**src/rtl/float_sub.sv**
```systemverilog
// float_sub: multi-cycle IEEE-754 single-precision A-B (OP_SUB=1) or A+B (OP_SUB=0).
//   Denormals are flushed to zero and rounding is to nearest even.
// Latency: fixed 5 cycles from the accepting edge to the ready pulse; one operation in flight.
// Backpressure: none; start is ignored while busy, and float_out holds until the next result.
// Ports: clk; rst (async, active-low); start (request, sampled in IDLE); float_in_1/float_in_2 (operands);
//        float_out (result); ready (one-cycle result strobe); busy (operation in flight).
module float_sub #(
    parameter bit OP_SUB = 1'b1
) (
    input  logic        clk,
    input  logic        rst,
    input  logic        start,
    input  logic [31:0] float_in_1,
    input  logic [31:0] float_in_2,
    output logic [31:0] float_out,
    output logic        ready,
    output logic        busy
);
    localparam logic [2:0] S_IDLE   = 3'd0;
    localparam logic [2:0] S_UNPACK = 3'd1;
    localparam logic [2:0] S_ALIGN  = 3'd2;
    localparam logic [2:0] S_ADD    = 3'd3;
    localparam logic [2:0] S_NORM   = 3'd4;
    localparam logic [2:0] S_ROUND  = 3'd5;
    localparam logic [31:0] QNAN    = 32'h7FC0_0000;

    logic [2:0]         state_q, state_d;
    logic [31:0]        opa_q, opa_d, opb_q, opb_d;
    logic               spec_q, spec_d;
    logic [31:0]        spec_val_q, spec_val_d;
    logic               sa_q, sa_d, sb_q, sb_d;
    logic [7:0]         ea_q, ea_d, eb_q, eb_d;
    logic [23:0]        ma_q, ma_d, mb_q, mb_d;
    logic               sign_q, sign_d, sub_q, sub_d;
    logic signed [9:0]  exp_q, exp_d;
    logic [26:0]        fa_q, fa_d, fb_q, fb_d;
    logic [27:0]        sum_q, sum_d;
    logic               zero_q, zero_d;
    logic [25:0]        frac_q, frac_d;   // normalised fraction (hidden bit dropped) + guard, round, sticky
    logic [31:0]        out_q, out_d;
    logic               ready_q, ready_d, busy_q, busy_d;

    function automatic logic [4:0] lzc27(input logic [26:0] v);
        lzc27 = 5'd27;
        for (int i = 0; i < 27; i++) begin
            if (v[i]) lzc27 = 5'(26 - i);
        end
    endfunction

    // Unpack helpers
    logic [7:0] ua_e, ub_e;
    logic       ua_nan, ub_nan, ua_inf, ub_inf, ub_s;
    assign ua_e   = opa_q[30:23];
    assign ub_e   = opb_q[30:23];
    assign ua_nan = (ua_e == 8'hFF) && (opa_q[22:0] != 23'd0);
    assign ub_nan = (ub_e == 8'hFF) && (opb_q[22:0] != 23'd0);
    assign ua_inf = (ua_e == 8'hFF) && (opa_q[22:0] == 23'd0);
    assign ub_inf = (ub_e == 8'hFF) && (opb_q[22:0] == 23'd0);
    assign ub_s   = opb_q[31] ^ OP_SUB;

    // Align helpers: larger magnitude goes to A, smaller is shifted right with sticky collection
    logic        swap, big_s;
    logic [7:0]  big_e, sml_e, diff;
    logic [23:0] big_m, sml_m;
    logic [26:0] sml_f, shifted, lost, aligned;
    assign swap    = {eb_q, mb_q} > {ea_q, ma_q};
    assign big_s   = swap ? sb_q : sa_q;
    assign big_e   = swap ? eb_q : ea_q;
    assign big_m   = swap ? mb_q : ma_q;
    assign sml_e   = swap ? ea_q : eb_q;
    assign sml_m   = swap ? ma_q : mb_q;
    assign diff    = big_e - sml_e;
    assign sml_f   = {sml_m, 3'b000};
    assign shifted = sml_f >> diff;
    assign lost    = sml_f & ((27'd1 << diff) - 27'd1);
    assign aligned = (diff >= 8'd27) ? {26'd0, |sml_m} : (shifted | {26'd0, |lost});

    // Normalise helpers
    logic [4:0]        lzc;
    logic [26:0]       nval;
    logic signed [9:0] nexp;
    assign lzc = lzc27(sum_q[26:0]);
    always_comb begin
        if (sum_q[27]) begin
            nval = {sum_q[27:2], sum_q[1] | sum_q[0]};
            nexp = exp_q + 10'sd1;
        end else begin
            nval = sum_q[26:0] << lzc;
            nexp = exp_q - $signed({5'd0, lzc});
        end
    end

    // Round helpers
    logic              inc, carry;
    logic [22:0]       frac_r;
    logic signed [9:0] exp_r;
    logic [31:0]       result;
    assign inc = frac_q[2] & (frac_q[1] | frac_q[0] | frac_q[3]);
    assign {carry, frac_r} = {1'b0, frac_q[25:3]} + {23'd0, inc};
    assign exp_r = carry ? exp_q + 10'sd1 : exp_q;
    always_comb begin
        if (spec_q)                 result = spec_val_q;
        else if (zero_q)            result = 32'h0000_0000;
        else if (exp_r >= 10'sd255) result = {sign_q, 8'hFF, 23'd0};
        else if (exp_r <= 10'sd0)   result = {sign_q, 31'd0};
        else                        result = {sign_q, exp_r[7:0], frac_r};
    end

    always_comb begin
        state_d = state_q;  opa_d = opa_q;  opb_d = opb_q;
        spec_d = spec_q;    spec_val_d = spec_val_q;
        sa_d = sa_q;  sb_d = sb_q;  ea_d = ea_q;  eb_d = eb_q;  ma_d = ma_q;  mb_d = mb_q;
        sign_d = sign_q;  sub_d = sub_q;  exp_d = exp_q;  fa_d = fa_q;  fb_d = fb_q;
        sum_d = sum_q;  zero_d = zero_q;  frac_d = frac_q;
        out_d = out_q;  ready_d = 1'b0;  busy_d = busy_q;
        case (state_q)
            S_IDLE: begin
                if (start) begin
                    opa_d   = float_in_1;
                    opb_d   = float_in_2;
                    busy_d  = 1'b1;
                    state_d = S_UNPACK;
                end
            end
            S_UNPACK: begin
                sa_d = opa_q[31];
                sb_d = ub_s;
                ea_d = ua_e;
                eb_d = ub_e;
                ma_d = (ua_e == 8'd0) ? 24'd0 : {1'b1, opa_q[22:0]};
                mb_d = (ub_e == 8'd0) ? 24'd0 : {1'b1, opb_q[22:0]};
                spec_d = ua_nan | ub_nan | ua_inf | ub_inf;
                if (ua_nan || ub_nan || (ua_inf && ub_inf && (opa_q[31] != ub_s))) spec_val_d = QNAN;
                else if (ua_inf)                                               spec_val_d = {opa_q[31], 8'hFF, 23'd0};
                else                                                           spec_val_d = {ub_s, 8'hFF, 23'd0};
                state_d = S_ALIGN;
            end
            S_ALIGN: begin
                sign_d  = big_s;
                sub_d   = sa_q ^ sb_q;
                exp_d   = $signed({2'b00, big_e});
                fa_d    = {big_m, 3'b000};
                fb_d    = aligned;
                state_d = S_ADD;
            end
            S_ADD: begin
                // After the swap A >= B, so the difference never goes negative.
                sum_d   = sub_q ? ({1'b0, fa_q} - {1'b0, fb_q}) : ({1'b0, fa_q} + {1'b0, fb_q});
                state_d = S_NORM;
            end
            S_NORM: begin
                // A normalised non-zero value always has bit 26 set, so its absence means zero.
                frac_d  = nval[25:0];
                zero_d  = ~nval[26];
                exp_d   = nexp;
                state_d = S_ROUND;
            end
            S_ROUND: begin
                out_d   = result;
                ready_d = 1'b1;
                busy_d  = 1'b0;
                state_d = S_IDLE;
            end
            default: state_d = S_IDLE;
        endcase
    end

    always_ff @(posedge clk or negedge rst) begin
        if (!rst) begin
            state_q <= S_IDLE;  opa_q <= '0;  opb_q <= '0;
            spec_q <= 1'b0;     spec_val_q <= '0;
            sa_q <= 1'b0;  sb_q <= 1'b0;  ea_q <= '0;  eb_q <= '0;  ma_q <= '0;  mb_q <= '0;
            sign_q <= 1'b0;  sub_q <= 1'b0;  exp_q <= '0;  fa_q <= '0;  fb_q <= '0;
            sum_q <= '0;  zero_q <= 1'b0;  frac_q <= '0;
            out_q <= '0;  ready_q <= 1'b0;  busy_q <= 1'b0;
        end else begin
            state_q <= state_d;  opa_q <= opa_d;  opb_q <= opb_d;
            spec_q <= spec_d;    spec_val_q <= spec_val_d;
            sa_q <= sa_d;  sb_q <= sb_d;  ea_q <= ea_d;  eb_q <= eb_d;  ma_q <= ma_d;  mb_q <= mb_d;
            sign_q <= sign_d;  sub_q <= sub_d;  exp_q <= exp_d;  fa_q <= fa_d;  fb_q <= fb_d;
            sum_q <= sum_d;  zero_q <= zero_d;  frac_q <= frac_d;
            out_q <= out_d;  ready_q <= ready_d;  busy_q <= busy_d;
        end
    end

    assign float_out = out_q;
    assign ready     = ready_q;
    assign busy      = busy_q;
endmodule

```
**config.mk**
```make
export PLATFORM = sky130hd
export DESIGN_NAME = float_sub
export DESIGN_NICKNAME = d
export VERILOG_FILES = /design/src/rtl/float_sub.sv
export SDC_FILE = /design/constraint.sdc
export NUM_CORES = 1
export LEC_CHECK = 0
export ABC_AREA = 1
export BUFFER_PORTS_ARGS = -buffer_cell sky130_fd_sc_hd__buf_2
export CELL_PAD_IN_SITES_DETAIL_PLACEMENT = 1
export CELL_PAD_IN_SITES_GLOBAL_PLACEMENT = 1
export CORE_MARGIN = 2
export CORE_UTILIZATION = 44
export CTS_CLUSTER_SIZE = 8
export DETAILED_ROUTE_END_ITERATION = 8
export GPL_TIMING_DRIVEN = 1
export PLACE_DENSITY_LB_ADDON = 0.08
export REMOVE_ABC_BUFFERS = 1
export SYNTH_ARGS = -nofsm -noshare
export SYNTH_HDL_FRONTEND = slang
export SYNTH_SLANG_ARGS = --single-unit
```
**constraint.sdc**
```tcl
create_clock -name clk -period 6.4 [get_ports clk]
set_input_delay 0.32 -clock clk [delete_from_list [all_inputs] [get_ports clk]]
set_output_delay 0.32 -clock clk [all_outputs]
set_load 0.01 [all_outputs]
```
==> flow_metrics.tcl <==
set metrics [dict create \
    overflow 0 \
    ys_warn_count 0 \
    slew_violations 0 \
    boundaryPins 101 \
    ctsRootBufferMaster "clkbuf_16" \
    antenna_left 0 \
    antenna_found_initial 2 \
    grt_pass1_vias 19336 \
    core_um2 43000 \
    tritoncts "yes" \
    drtIter0Drc 1503 \
    met2_usage_pct 50.5 \
    fin_crit_sh_pct 84.5 \
    setup_tns_ns 0 \
    num_rows 76 \
    final_core_util_pct 50.3 \
    hold_start "float_in_1[25]" \
    clock.fmax_mhz 185 \
    ys_seq_elements 289 \
    placed_cell_area_um2 20100 \
    arrival_ns 5.88 \
    viasPerCell 5.64 \
    whs_path_depth 3 \
    cp_top_family "simple AND/OR/NAND/NOR gates" \
    min_to "opa_q[25]$_DFFE_PN0P_" \
    cts.clk_slew.worst_paths_ns 0.05 \
    yosysSeqAreaShare_pct 37.8 \
    start_util_pct 44.5 \
    final_nets 2895 \
    cts.sinks 289 \
    critPathRequiredTime_ns 6.87 \
    synth_ff_type "dfrtp_1" \
    drive_above_1_share_pct 8.23 \
    tightest_slew_ns 1.09 \
    n_antenna_cell 0 \
    endpoint_kind "register" \
    rsz0062_at_grt "no" \
    ys_async_sr_fraction_pct 100 \
    clk_latency_ns 0.60 \
    critPathBufInv 3 \
    grt_max_degree 132 \
    top_usage_layer "met2" \
    slew_headroom_pct 26.9 \
    syn_inst 2649 \
    rrSetupSlack_ns 0.99 \
    wl_per_cell_um 20.6 \
    dp_hpwl_um 51600 \
    gr-usage-met3_pct 4.14 \
    wl_um 68700 \
    clock_path_buffers 3 \
    finalCriticalPeriod_ns 5.41 \
    synth_edf_count 0 \
    crit_top_cell "nand2_1" \
    startpoint_type "register" \
    path_class "register to register" \
    maxCapViolCount 0 \
    grt_usage_pct 30.9 \
    numCtsBuffers 43 \
    min_path_type "input pin to register" \
    die_h_um 213 \
    slowest_stage "ha_1" \
    cpPeakStageDelay_ns 0.93 \
    avgSynthCellArea_um2 7.22 \
    drc 0 \
    globalplace.congestion 0.920 \
    io_buffers 100 \
    netlist_area_um2 19100 \
    met1_usage_pct 42.8 \
    vias 18797 \
    grt_pass1_wl_um 109000 \
    r2r_end "fb_q[0]$_DFFE_PN0P_" \
    drtPass1Iterations 5 \
    worstPathMaxFanout 29 \
    synth.distinct_cells 61 \
    dieWidth_um 213 \
    final_hold_viol_count 0 \
    holdWs_ns 0.0158 \
    area_growth_pct 13.1 \
    die_area_um2 45200 \
    finClkSkew_ns 0.0378 \
    reg2reg_depth 29 \
    status "finished, final reports clean" \
    htreeDepth 2 \
    design_area_um2 21600 \
    timing.rr.start "ea_q[5]$_DFFE_PN0P_" \
    setup_violations 0 \
]
==> final cells by class <==
cell class,instances,area [µm²]
repair buffers,156,1020
clock inverters,4,57.6
clock buffers,49,1130
flip-flops and latches,289,7230
multi-input cells,1912,10200
inverters,335,1260
fillers,5525,21300
well taps,585,732
==> stage by stage <==
step | cells | setup slack [ns]
2_1_floorplan | 2536 | 0.819
3_3_place_gp | 3245 | 1.24
3_5_place_dp | 3245 | 1.10
4_1_cts | 3330 | 1.09
5_1_grt | 3330 | 0.556
6_report | 3330 | 0.992
==> worst min-delay path: stages <==
cell     delay [ns]
buf_2          0.08
nor2_1         0.04
a21oi_1        0.10
==> layout by cell type (no fill, tap or decap), drive strengths merged, types with 8 or more instances in the layout <==
| cell | count |
|---|---|
| o211ai | 17 |
| a22oi | 19 |
| clkinv | 8 |
| inv | 331 |
| o21ai | 344 |
| nor3 | 30 |
| nand4 | 51 |
| nand2 | 611 |
| dlygate4sd3 | 32 |
| nand3 | 124 |
| o221ai | 12 |
| clkbuf | 49 |
| mux2i | 14 |
| a31oi | 9 |
| o22ai | 58 |
| ha | 89 |
| nor2 | 208 |
| xor2 | 40 |
| a21oi | 170 |
| buf | 124 |
| o31ai | 15 |
| nor4 | 23 |
| dfrtp | 289 |
| o21a | 16 |
==> cell families after synthesis <==
logic type      count (synthesis)  share of synthesized area [%]
xor+xnor                       46                           2.14
buf+inv                       448                           9.02
compound gates                690                           20.3
fa+ha+maj                      91                           6.03
simple gates                 1068                           23.8
mux                            17                          0.909
flops                         289                           37.8
==> registers in the layout, indices dropped and copies added, names as in the netlist, 24 cells and up <==
| register | cells |
|---|---|
| mb_q | 24 |
| fa_q | 24 |
| sum_q | 28 |
| opa_q | 32 |
| fb_q | 27 |
| opb_q | 32 |
| float_out | 32 |
| ma_q | 24 |
| frac_q | 26 |
==> cell usage after synthesis (8+ instances only) <==
cell      instances  area [µm²]
inv_1           324        1220
o22ai_1          56         350
buf_1            10        37.5
nor4_1           23         144
nand4_1          50         313
clkbuf_1         90         338
nand2_1         600        2250
o21ai_1          25         125
nand3_1         121         606
dfrtp_1         289        7230
mux2i_1          14         140
buf_2             9        45.0
o21a_1           16         120
o221ai_1         12         105
o31ai_1          14         105
nand2_2          10        62.6
o211ai_1         17         128
a22oi_1          19         143
nor2_2            8        50.1
ha_1             89        1110
a21oi_1         169         846
o21ai_0         318        1590
a31oi_1           9        56.3
nor3_1           30         150
nor2_1          197         739
xor2_1           39         342
==> worst max-delay path by stage <==
stage                                      start                   to  slack (ns)  cells after the start
after global routing         ea_q[5]$_DFFE_PN0P_  fb_q[0]$_DFFE_PN0P_        0.56                     29
after CTS                    ea_q[5]$_DFFE_PN0P_  fb_q[0]$_DFFE_PN0P_        1.09                     29
after detailed placement     ea_q[5]$_DFFE_PN0P_  fb_q[0]$_DFFE_PN0P_        1.10                     29
final                        ea_q[5]$_DFFE_PN0P_  fb_q[0]$_DFFE_PN0P_        0.99                     29
after floorplan           state_q[1]$_DFFE_PN0P_  eb_q[0]$_DFFE_PN0P_        0.82                      3
after global placement       ea_q[5]$_DFFE_PN0P_  fb_q[0]$_DFFE_PN0P_        1.24                     30
==> what timing repair did <==
action,4_1_cts,5_1_grt
endpoints found under the hold margin,123,0
setup buffers,0,0
gates resized for setup,0,0
hold buffers,32,0
==> layer usage <==
layer / vias up / wire [µm]
li1: 9022 / -
met1: 9351 / 32600
met2: 333 / 31900
met3: 89 / 2580
met4: 2 / 1590
met5: - / 12
Power is not shown: default switching activity piles up to over one toggle a cycle in this logic, so the estimate is an artifact.
